### config.mk
export PLATFORM = sky130hd
export DESIGN_NAME = uart_tx_arbiter
export DESIGN_NICKNAME = d
export VERILOG_FILES = /design/src/rtl/uart_tx_arbiter.sv
export SDC_FILE = /design/constraint.sdc
export NUM_CORES = 1
export LEC_CHECK = 0
export BUFFER_PORTS_ARGS = -buffer_cell sky130_fd_sc_hd__buf_2
export CAP_MARGIN = 20
export CORE_MARGIN = 2
export CORE_UTILIZATION = 50
export DETAILED_ROUTE_END_ITERATION = 6
export PLACE_DENSITY = 0.83
export SLEW_MARGIN = 20
export SYNTH_ARGS = -nofsm -noshare
export SYNTH_HDL_FRONTEND = slang
export SYNTH_SLANG_ARGS = --single-unit
### constraint.sdc
create_clock -name clk_sys_i -period 3.75 [get_ports clk_sys_i]
set_clock_uncertainty 0.2 [all_clocks]
set_input_delay 0.375 -clock clk_sys_i [delete_from_list [all_inputs] [get_ports clk_sys_i]]
set_output_delay 0.375 -clock clk_sys_i [all_outputs]
set_load 0.1 [all_outputs]
### src/rtl/uart_tx_arbiter.sv
// Round-robin sharing of one UART transmit byte stream between NumReq valid/ready requesters.
// A grant is held for a whole packet and can be revoked when the owner stalls too long.
module uart_tx_arbiter #(
    parameter int NumReq        = 2,
    parameter int TimeoutCycles = 1024
) (
    input  logic                clk_sys_i,
    input  logic                rst_sys_ni,
    input  logic [NumReq-1:0]   req_valid_i,
    input  logic [NumReq*8-1:0] req_data_i,
    input  logic [NumReq-1:0]   req_last_i,
    output logic [NumReq-1:0]   req_ready_o,
    output logic                tx_valid_o,
    output logic [7:0]          tx_data_o,
    input  logic                tx_ready_i,
    output logic [NumReq-1:0]   grant_o,
    output logic                busy_o,
    output logic                timeout_o
);

    localparam int OwnW = $clog2(NumReq);
    localparam int CntW = (TimeoutCycles > 0) ? $clog2(TimeoutCycles + 1) : 1;
    localparam logic [CntW-1:0] CntLast = (TimeoutCycles > 0) ? CntW'(TimeoutCycles - 1) : '0;

    typedef enum logic {
        IDLE,
        LOCKED
    } state_e;

    state_e            state_q, state_d;
    logic [OwnW-1:0]   owner_q, owner_d;
    logic [OwnW-1:0]   last_owner_q, last_owner_d;
    logic [CntW-1:0]   cnt_q, cnt_d;
    logic              timeout_d;
    logic [NumReq-1:0] grant_d;
    logic [OwnW-1:0]   pick;
    logic              owner_valid;
    logic              owner_xfer;

    assign owner_valid = req_valid_i[owner_q];
    assign owner_xfer  = owner_valid && tx_ready_i;

    // Requesters above last_owner beat those at or below it; lowest index wins within each group.
    always_comb begin
        pick = '0;
        for (int i = NumReq - 1; i >= 0; i--) begin
            if (req_valid_i[i] && (OwnW'(i) <= last_owner_q)) begin
                pick = OwnW'(i);
            end
        end
        for (int i = NumReq - 1; i >= 0; i--) begin
            if (req_valid_i[i] && (OwnW'(i) > last_owner_q)) begin
                pick = OwnW'(i);
            end
        end
    end

    always_comb begin
        state_d      = state_q;
        owner_d      = owner_q;
        last_owner_d = last_owner_q;
        cnt_d        = cnt_q;
        timeout_d    = 1'b0;
        tx_valid_o   = 1'b0;
        tx_data_o    = 8'h00;
        req_ready_o  = '0;

        if (state_q == IDLE) begin
            cnt_d = '0;
            if (|req_valid_i) begin
                state_d = LOCKED;
                owner_d = pick;
            end
        end else begin
            tx_valid_o           = owner_valid;
            tx_data_o            = req_data_i[{owner_q, 3'b000} +: 8];
            req_ready_o[owner_q] = tx_ready_i;

            if (owner_valid) begin
                cnt_d = '0;
                if (owner_xfer && req_last_i[owner_q]) begin
                    state_d      = IDLE;
                    last_owner_d = owner_q;
                end
            end else if (TimeoutCycles > 0) begin
                // Only cycles with the owner idle count; backpressure never does.
                cnt_d = cnt_q + 1'b1;
                if (cnt_q == CntLast) begin
                    state_d      = IDLE;
                    last_owner_d = owner_q;
                    timeout_d    = 1'b1;
                end
            end
        end
    end

    always_comb begin
        grant_d = '0;
        if (state_d == LOCKED) begin
            grant_d[owner_d] = 1'b1;
        end
    end

    always_ff @(posedge clk_sys_i or negedge rst_sys_ni) begin
        if (!rst_sys_ni) begin
            state_q      <= IDLE;
            owner_q      <= '0;
            last_owner_q <= OwnW'(NumReq - 1);
            cnt_q        <= '0;
            timeout_o    <= 1'b0;
            grant_o      <= '0;
            busy_o       <= 1'b0;
        end else begin
            state_q      <= state_d;
            owner_q      <= owner_d;
            last_owner_q <= last_owner_d;
            cnt_q        <= cnt_d;
            timeout_o    <= timeout_d;
            grant_o      <= grant_d;
            busy_o       <= (state_d == LOCKED);
        end
    end

endmodule

==> impl_metrics.env <==
export IMPL_fp_dieW_microns=46.98
export IMPL_net_switching_power_w=0.0006371
export IMPL_die_height_microns=46.98
export IMPL_num_antenna_cells=0
export IMPL_slew_headroom_pct=54.46
export IMPL_reg2reg_from="owner_q$_DFF_PN0_"
export IMPL_first_global_vias=737
export IMPL_path_class="reg2out"
export IMPL_finalCritPeriodShare_pct=64.47
export IMPL_fillers=152
export IMPL_hp_start="req_valid_i[0]"
export IMPL_maxCapViolCount=0
export IMPL_p_per_area_nw_per_um2=892.9
export IMPL_synth_top_area_share_pct=43.36
export IMPL_cts_tree="yes"
export IMPL_yosysUniqueCellTypes=30
export IMPL_tightest_slew_ns=0.6832
export IMPL_syn_inst=91
export IMPL_synthFlopType="dfrtp_1"
export IMPL_final_hold_violation_count=0
export IMPL_ant_nets=0
export IMPL_rsz0062_at_grt="false"
export IMPL_clock_latency_ns=0.30
export IMPL_ir_drop_mv=0.8594
export IMPL_slew_viol_final=0
export IMPL_synth_area_leader_cell="dfrtp_1"
export IMPL_drt_pass1_iterations=6
export IMPL_rows=15
export IMPL_clkTransAtPathRegs_ns=0.11
export IMPL_vias_per_cell=5.136
export IMPL_ctsResizeCount=0
export IMPL_vias=791
export IMPL_gp_congestion=0.7736
export IMPL_endpoint_kind="output pin"
export IMPL_grt_ovfl_total=0
export IMPL_internal_power_w=0.0003930
export IMPL_cts_setup_buffers=0
export IMPL_globalRouteTotalUtil_pct=20.98
export IMPL_status="completed"
export IMPL_pin_count=38
export IMPL_portBuffers=37
export IMPL_synth_area_sq_um=923.4
export IMPL_cp_start_kind="flip-flop"
export IMPL_htreeDepth=1
export IMPL_cts_root_buffer="clkbuf_4"
export IMPL_cts_buffer_depth=2
export IMPL_combPwrFrac_pct=62.9
export IMPL_fin_tns_setup_ns=0
export IMPL_die_area_sq_um=2207
export IMPL_post_route_min_period_ns=2.418
export IMPL_synth_area_leaders="dfrtp_1 (43%), mux2i_1 (9.8%), nor2_1 (7.7%), xor2_1 (6.6%), dfstp_2 (2.8%)"
export IMPL_yosysMostFrequentCell="nor2_1"
export IMPL_clock_sinks=17
export IMPL_synth_warnings=0
export IMPL_core_area_sq_um=1727
export IMPL_grt_max_degree=18
export IMPL_fin_util_pct=66.81
export IMPL_clkPwrFrac_pct=9.5
export IMPL_grt_pass1_wl_mm=3.174
export IMPL_hold_buffers=1
export IMPL_area_growth_pct=24.93
export IMPL_drive_above_1_share_pct=37.21
export IMPL_cp_max_fo=14
export IMPL_drtIter0Drc=4
export IMPL_setup_violations=0
export IMPL_finalNetCount=154
export IMPL_synthTopCellsByCount="nor2_1 (19), dfrtp_1 (16), mux2i_1 (9)"
export IMPL_leakage_nw=0.6080
export IMPL_p_seq_share_pct=27.5
export IMPL_antenna_found_initial=0
export IMPL_synth_edff_count=0
export IMPL_routed_wl_mm=1.952
export IMPL_arrival_ns=1.84
export IMPL_swShare_pct=61.85
export IMPL_syn_avg_cell_area_sq_um=10.15
export IMPL_hp_class="in2reg"
export IMPL_synth_seq_area_share_pct=46.21
export IMPL_ys_seq_elements=17
export IMPL_critPathLaunch="owner_q$_DFF_PN0_"
export IMPL_worstPathRequired_ns=3.17
export IMPL_cts_made_buffers=3
export IMPL_fmax_mhz=413.6
export IMPL_synthArstFlopShare_pct=100.0
export IMPL_wire_per_inst_microns=12.68
export IMPL_dp_hpwl_mm=1.457
export IMPL_syn_nets=115
export IMPL_drc_errors=0
export IMPL_start_util_pct=53.48
worst max-delay path, stage by stage, from the launching register on:
cell	delay, ns
dfrtp_1	0.80
mux2i_1	0.18
nor2_1	0.13
buf_2	0.44
kinds of logic (layout without fill, tap and decap cells):
kind of cell / Yosys count / in the layout / share of synthesized area [%]
AND/OR/NAND/NOR: 45 / 45 / 25.75
flip-flops: 17 / 17 / 46.21
multiplexers: 11 / 11 / 13.82
XOR/XNOR: 8 / 8 / 7.588
buffers and inverters: 5 / 43 / 2.979
AO/OA/AOI/OAI: 4 / 4 / 2.303
adder cells (fa/ha/maj): 1 / 1 / 1.355
power groups by stage:
stage	registers, W	logic [W]	clock network, W
after detailed placement	0.000287	0.000650	0
after CTS	0.000284	0.000652	0.000101
final	0.000284	0.000648	0.0000983
after floorplan	0.000346	0.000498	0
after global placement	0.000285	0.000641	0
after global routing	0.000292	0.000674	0.000112
routing by layer:
| layer | vias to the layer above | GRT usage [%] | routed length [microns] |
|---|---|---|---|
| met3 | 2 | 6.923 | 102 |
| met4 | 0 | 8.333 | 5 |
| met1 | 369 | 23.92 | 782 |
| met2 | 29 | 36.16 | 1061 |
| met5 | - | 0 | 0 |
| li1 | 391 | - | - |
final cells by class:
cell class                 count  area (sq um)  share of cell area (%)
clock buffer                   3         22.52                   1.952
multi-input combinational     69         469.2                   40.67
tap                           25         31.28                   2.711
inverter                       1         3.754                  0.3254
timing repair buffer          38         195.2                   16.92
clock inverter                 1         5.005                  0.4338
sequential                    17         426.7                   36.98
registers in the layout, indices dropped and copies added, names as in the netlist:
signal,cells
cnt_q,11
grant_o,2
state_q,1
owner_q,1
last_owner_q,1
timeout_o,1
cell usage in the layout (no fill, tap or decap):
cell type	instances
buf_2	37
nor2_1	19
dfrtp_1	16
mux2i_1	9
xor2_1	7
nand2_1	4
nand3_1	4
and3_1	3
nand4_1	3
clkbuf_4	3
and4_1	2
a21oi_1	2
nor3_2	2
mux2i_4	1
o21ai_0	1
or3_1	1
xnor2_1	1
and3b_1	1
and4_4	1
nor3_1	1
inv_1	1
nand2b_1	1
a31oi_1	1
nor2b_1	1
and2_1	1
nor2_2	1
mux2_4	1
ha_1	1
clkinv_2	1
dlygate4sd3_1	1
dfstp_2	1
final timing paths:
kind                                       endpoint  slack (ns)  depth (start not counted)
hold reg to reg                  cnt_q[9]$_DFF_PN0_        0.36                          2
max in group asynchronous  last_owner_q$_DFFE_PN1P_        2.72                          2
setup / recovery                       tx_data_o[0]        1.33                          3
min in group asynchronous        cnt_q[2]$_DFF_PN0_        0.32                          2
setup reg to reg           last_owner_q$_DFFE_PN1P_        1.69                          4
hold / removal                    owner_q$_DFF_PN0_        0.18                          2
per-stage QoR:
step / setup slack (ns) / std cells / hold slack (ns) / area [sq um] / power [W]
floorplan: 0.5588 / 91 / -0.1206 / 923.4 / 0.0008437
global placement: 1.710 / 149 / 0.1014 / 1116 / 0.0009255
detailed placement: 1.669 / 149 / 0.1093 / 1116 / 0.0009369
CTS: 1.321 / 154 / 0.1699 / 1154 / 0.001037
global route: 1.208 / 154 / 0.1893 / 1154 / 0.001078
finish: 1.332 / 154 / 0.1763 / 1154 / 0.001030
Note: power is estimated with default switching activity, not from simulation.
